<file path="config.mk">
export PLATFORM = sky130hd
export DESIGN_NAME = uart_tx_serializer
export DESIGN_NICKNAME = d
export VERILOG_FILES = /design/src/rtl/uart_tx_serializer.sv
export SDC_FILE = /design/constraint.sdc
export NUM_CORES = 1
export LEC_CHECK = 0
export ABC_AREA = 0
export BUFFER_PORTS_ARGS = -buffer_cell sky130_fd_sc_hd__buf_2
export CAP_MARGIN = 20
export CORE_MARGIN = 2
export CORE_UTILIZATION = 35
export CTS_CLUSTER_SIZE = 12
export DETAILED_ROUTE_END_ITERATION = 10
export SYNTH_ARGS = -nofsm -noshare
export SYNTH_HDL_FRONTEND = slang
export SYNTH_SLANG_ARGS = --single-unit
</file>
<file path="constraint.sdc">
create_clock -name clk -period 8.8 [get_ports clk]
set_clock_uncertainty 0.1 [all_clocks]
set_input_delay 1.76 -clock clk [delete_from_list [all_inputs] [get_ports clk]]
set_output_delay 1.76 -clock clk [all_outputs]
set_load 0.005 [all_outputs]
</file>
<file path="src/rtl/uart_tx_serializer.sv">
// uart_tx_serializer: 4-entry byte FIFO feeding an 8N1 LSB-first UART transmitter.
// Define UART_TX_PARITY_EN to insert an even-parity bit between the data bits and the stop bit.
module uart_tx_serializer #(
    parameter int CLKS_PER_BIT = 434
) (
    input  logic        clk,
    input  logic        reset,
    input  logic        dataWriteEnable,
    input  logic [7:0]  dataWrite,
    output logic        dataWriteAck,
    output logic        txFull,
    output logic        txEmpty,
    output logic        tx,
    output logic [31:0] debug
);
    typedef enum logic [3:0] {IDLE = 4'd0, START = 4'd1, DATA = 4'd2, STOP = 4'd3, PARITY = 4'd4} state_t;
    localparam logic [15:0] BAUD_LAST = 16'(CLKS_PER_BIT - 1);
    logic [7:0]  mem [4];
    logic [1:0]  wptr, rptr;
    logic [2:0]  count, count_next, bit_idx;
    logic [7:0]  drops, frames, shreg, head;
    logic [15:0] baud;
    logic        push, pop, bit_end, idle_next;
    state_t      state;
`ifdef UART_TX_PARITY_EN
    logic        par_bit;
`endif
    // Push/pop decisions use the registered count, so a pop never frees room for a same-cycle write.
    always_comb begin
        head       = mem[rptr];
        bit_end    = baud == BAUD_LAST;
        push       = dataWriteEnable && count != 3'd4;
        pop        = count != 3'd0 && (state == IDLE || (state == STOP && bit_end));
        count_next = count + 3'(push) - 3'(pop);
        idle_next  = count == 3'd0 && (state == IDLE || (state == STOP && bit_end));
    end
    // FIFO storage, pointers, occupancy flags, write handshake and drop counter.
    always_ff @(posedge clk or posedge reset) begin
        if (reset) begin
            for (int i = 0; i < 4; i++) mem[i] <= '0;
            wptr         <= '0;
            rptr         <= '0;
            count        <= '0;
            drops        <= '0;
            dataWriteAck <= 1'b0;
            txFull       <= 1'b0;
        end else begin
            if (push) begin
                mem[wptr] <= dataWrite;
                wptr      <= wptr + 2'd1;
            end
            if (pop) rptr <= rptr + 2'd1;
            if (dataWriteEnable && !push && drops != 8'hFF) drops <= drops + 8'd1;
            count        <= count_next;
            dataWriteAck <= push;
            txFull       <= count_next == 3'd4;
        end
    end
`ifdef UART_TX_PARITY_EN
    // Even parity of the byte being framed, captured when it leaves the FIFO.
    always_ff @(posedge clk or posedge reset) begin
        if (reset) par_bit <= 1'b0;
        else if (pop) par_bit <= ^head;
    end
`endif
    // Frame sequencer: one baud period per state/bit, chaining straight from STOP into the next START.
    always_ff @(posedge clk or posedge reset) begin
        if (reset) begin
            state   <= IDLE;
            baud    <= '0;
            bit_idx <= '0;
            shreg   <= '0;
            frames  <= '0;
            tx      <= 1'b1;
            txEmpty <= 1'b1;
        end else begin
            txEmpty <= idle_next && count_next == 3'd0;
            baud    <= (state == IDLE || bit_end) ? 16'd0 : baud + 16'd1;
            case (state)
                IDLE: if (pop) begin
                    shreg <= head;
                    tx    <= 1'b0;
                    state <= START;
                end
                START: if (bit_end) begin
                    tx      <= shreg[0];
                    bit_idx <= '0;
                    state   <= DATA;
                end
                DATA: if (bit_end) begin
                    shreg <= shreg >> 1;
                    if (bit_idx == 3'd7) begin
`ifdef UART_TX_PARITY_EN
                        tx    <= par_bit;
                        state <= PARITY;
`else
                        tx    <= 1'b1;
                        state <= STOP;
`endif
                    end else begin
                        tx      <= shreg[1];
                        bit_idx <= bit_idx + 3'd1;
                    end
                end
`ifdef UART_TX_PARITY_EN
                PARITY: if (bit_end) begin
                    tx    <= 1'b1;
                    state <= STOP;
                end
`endif
                STOP: if (bit_end) begin
                    frames <= frames + 8'd1;
                    if (pop) begin
                        shreg <= head;
                        tx    <= 1'b0;
                        state <= START;
                    end else begin
                        state <= IDLE;
                    end
                end
                default: begin
                    tx    <= 1'b1;
                    state <= IDLE;
                end
            endcase
        end
    end
    assign debug = {drops, frames, shreg, state, 1'b0, count};
endmodule

</file>
==> metrics.txt <==
Setup Fix Bufs, Post-CTS 0; synthesized cell area 4473 µm²; Detail Route Antenna Nets 0; GRT Total Usage 13.47%; fin util 40.90%; drt total wl 8727 µm; slowest stage delay, CP 0.76 ns; slew at the pin with the worst max-slew slack 0.9643 ns; CTS tree yes; Pre-antenna DRT Iters 4; flops & latches, synth 88; Die ar. 13700 µm²; CP bufs+invs 4; register area share after synthesis 49.29%; grt met1 use 17.96%; share of layout cells above drive strength 1 31.31%; Mapped Cells 363; final max-slew violation count 0; # DRC 0; Ports 47; endpoints failing setup 0; antenna violations before repair 1; Mean Syn Cell Area 12.32 µm²; Clock transition at path regs 0.06 ns; Rows 41; main flop type after synthesis dfrtp_1; min Tclk post-route 4.103 ns; worst skew pair latency 0.34 ns; Critical Path AT 4.25 ns; Worst EP required 8.94 ns; height of the die 117.1 µm; 1st-iter DRT viols 170; Most common cell on crit path inv_1; hold_buf cts 0; CP cell instances buf_2 > a21boi_0 > inv_1 > ha_1 > inv_1 > ha_1 > inv_1 > fa_1 > xnor2_1 > xnor2_1 > nor3b_1; cts bufs inserted 9; GR peak layer met2; setup_tns 0 ns; Synth warnings 0; Yosys cell types 56; Post-synth EDFFs 0; vias per cell 4.930; I/O Buffers 43; outcome finished clean; vias 2879; nature of the critical path startpoint input port; clock buffer depth 2; Setup WS pre-CTS 4.308 ns; RSZ-0062 raised after global routing no; GR Util met3 3.502%; worst relative slew slack 35.14%; fmax 243.7 MHz; fin cells 584; total leakage power 2.305 nW; Power Dens Cells 319.7 nW/µm²; number of global-route vias before repair 2800; largest net degree at the start of global routing 89; area delta synth->final 14.91%; Critical Path Fanout Max 9; Core Box Area 12570 µm²; final worst setup slack 4.697 ns; ant diodes 0; critical path type in -> reg; area leader, netlist dfrtp_1; VDD IR-drop max 0.0001472 V; dpl cells 567; GRT overflow 0; CP Capture Type register; post_cts resized 0; final-layout fill cell count 1220; CTS Sinks 88; Die X 117.1 µm; first-pass GRT wire length 13960 µm; top area cells in the synthesized netlist dfrtp_1 (48%), mux2_2 (12%), ha_1 (4.8%), xnor2_1 (4.5%), mux4_1 (3.5%); H-tree levels 3; asr flop ratio synth 100.0%; Design Power 1.643 mW; Final nets 436; count leader, synth dfrtp_1; Initial Util 35.59%; Final Hold Fails 0; hold crit path type reg -> reg; CP delay by family, top adder cells; post-synth top area share 48.11%; slowest cell on the critical path a21boi_0; dpl hpwl 6013 µm; clk root buf clkbuf_16; Max Cap Viol 0; Avg WL per Cell 14.94 µm; Placer Congestion 0.7877; commonest cells in the synthesized netlist dfrtp_1 (86), mux2_2 (49), nor2_1 (23), xnor2_1 (23), nand2_1 (21); M2 GR Usage 20.85%; Final Cycle Share 46.62%
[kinds of logic after synthesis]
group | after synthesis | share of synthesized area, %
other cells | 1 | 0.08384
fa+ha+maj | 18 | 5.203
buf+inv | 32 | 3.496
mux | 57 | 16.87
flops | 88 | 49.29
xor+xnor | 29 | 5.678
compound gates | 32 | 5.371
simple gates | 106 | 14.01
[placed cells by master, fill, tap and decap left out, drive strengths merged, types with 4 or more instances in the layout]
master and n:
nor2 23, o21ai 10, clkbuf 12, mux4 8, nor3 7, nand4 11
nand2 21, nor4 8, buf 46, xnor2 23, ha 17, or3 4
nand3 9, xor2 6, mux2 49, inv 16, and4 6, and3 4
dfrtp 86
[stage by stage]
stage	hold WS [ns]	cell area [µm²]
after floorplan	0.3647	4481
after global placement	0.3578	4835
after detailed placement	0.3557	4835
after CTS	0.3725	5120
after global routing	0.3939	5140
final	0.3637	5140
[worst register-to-register path, cell delays in order, from the launching register on]
cell and delay [ns]:
dfrtp_1 0.43, inv_1 0.09, ha_1 0.16, nor3b_1 0.37, and4_1 0.46, a21oi_2 0.15
nor2_1 0.13, ha_1 0.23, inv_1 0.06, ha_1 0.13, inv_1 0.04, fa_1 0.38
xnor2_1 0.22, xnor2_1 0.17, nor3b_1 0.22
[final cells by class]
| type | instances | area [µm²] | area share [%] |
|---|---|---|---|
| timing repair buffer | 46 | 250.2 | 4.869 |
| clock buffer | 12 | 256.5 | 4.990 |
| multi-input combinational | 245 | 2120 | 41.24 |
| clock inverter | 4 | 28.78 | 0.5599 |
| inverter | 17 | 65.06 | 1.266 |
| tap | 172 | 215.2 | 4.187 |
| sequential | 88 | 2205 | 42.89 |
[routing by layer]
metal  wire (µm)  vias up
li1            -     1375
met1        4115     1439
met2        4094       48
met3         338       15
met4         165        2
met5          13        -
[registers in the layout, summed over array words and instances, names as in the netlist]
register      flops
frames            8
txEmpty           1
wptr              2
state             2
count             3
txFull            1
baud             16
dataWriteAck      1
drops             8
bit_idx           3
mem              32
rptr              2
tx                1
shreg             8
[power by group]
group / internal, mW / switching, mW
clock network: 0.207 / 0.156
registers: 0.546 / 0.128
logic: 0.332 / 0.274
total: 1.09 / 0.558
[path summary, 6_finish.rpt]
| path | start | to | slack, ns | cells after the start |
|---|---|---|---|---|
| max | dataWriteEnable | txFull | 4.70 | 11 |
| max in group asynchronous | reset | txEmpty | 6.43 | 4 |
| min | frames[7] | frames[7] | 0.36 | 1 |
| max reg2reg | baud[1] | txFull | 5.38 | 14 |
| min in group asynchronous | reset | mem[25] | 1.47 | 3 |
| min reg2reg | frames[7] | frames[7] | 0.36 | 1 |
Power figures use the tool's default switching activity.
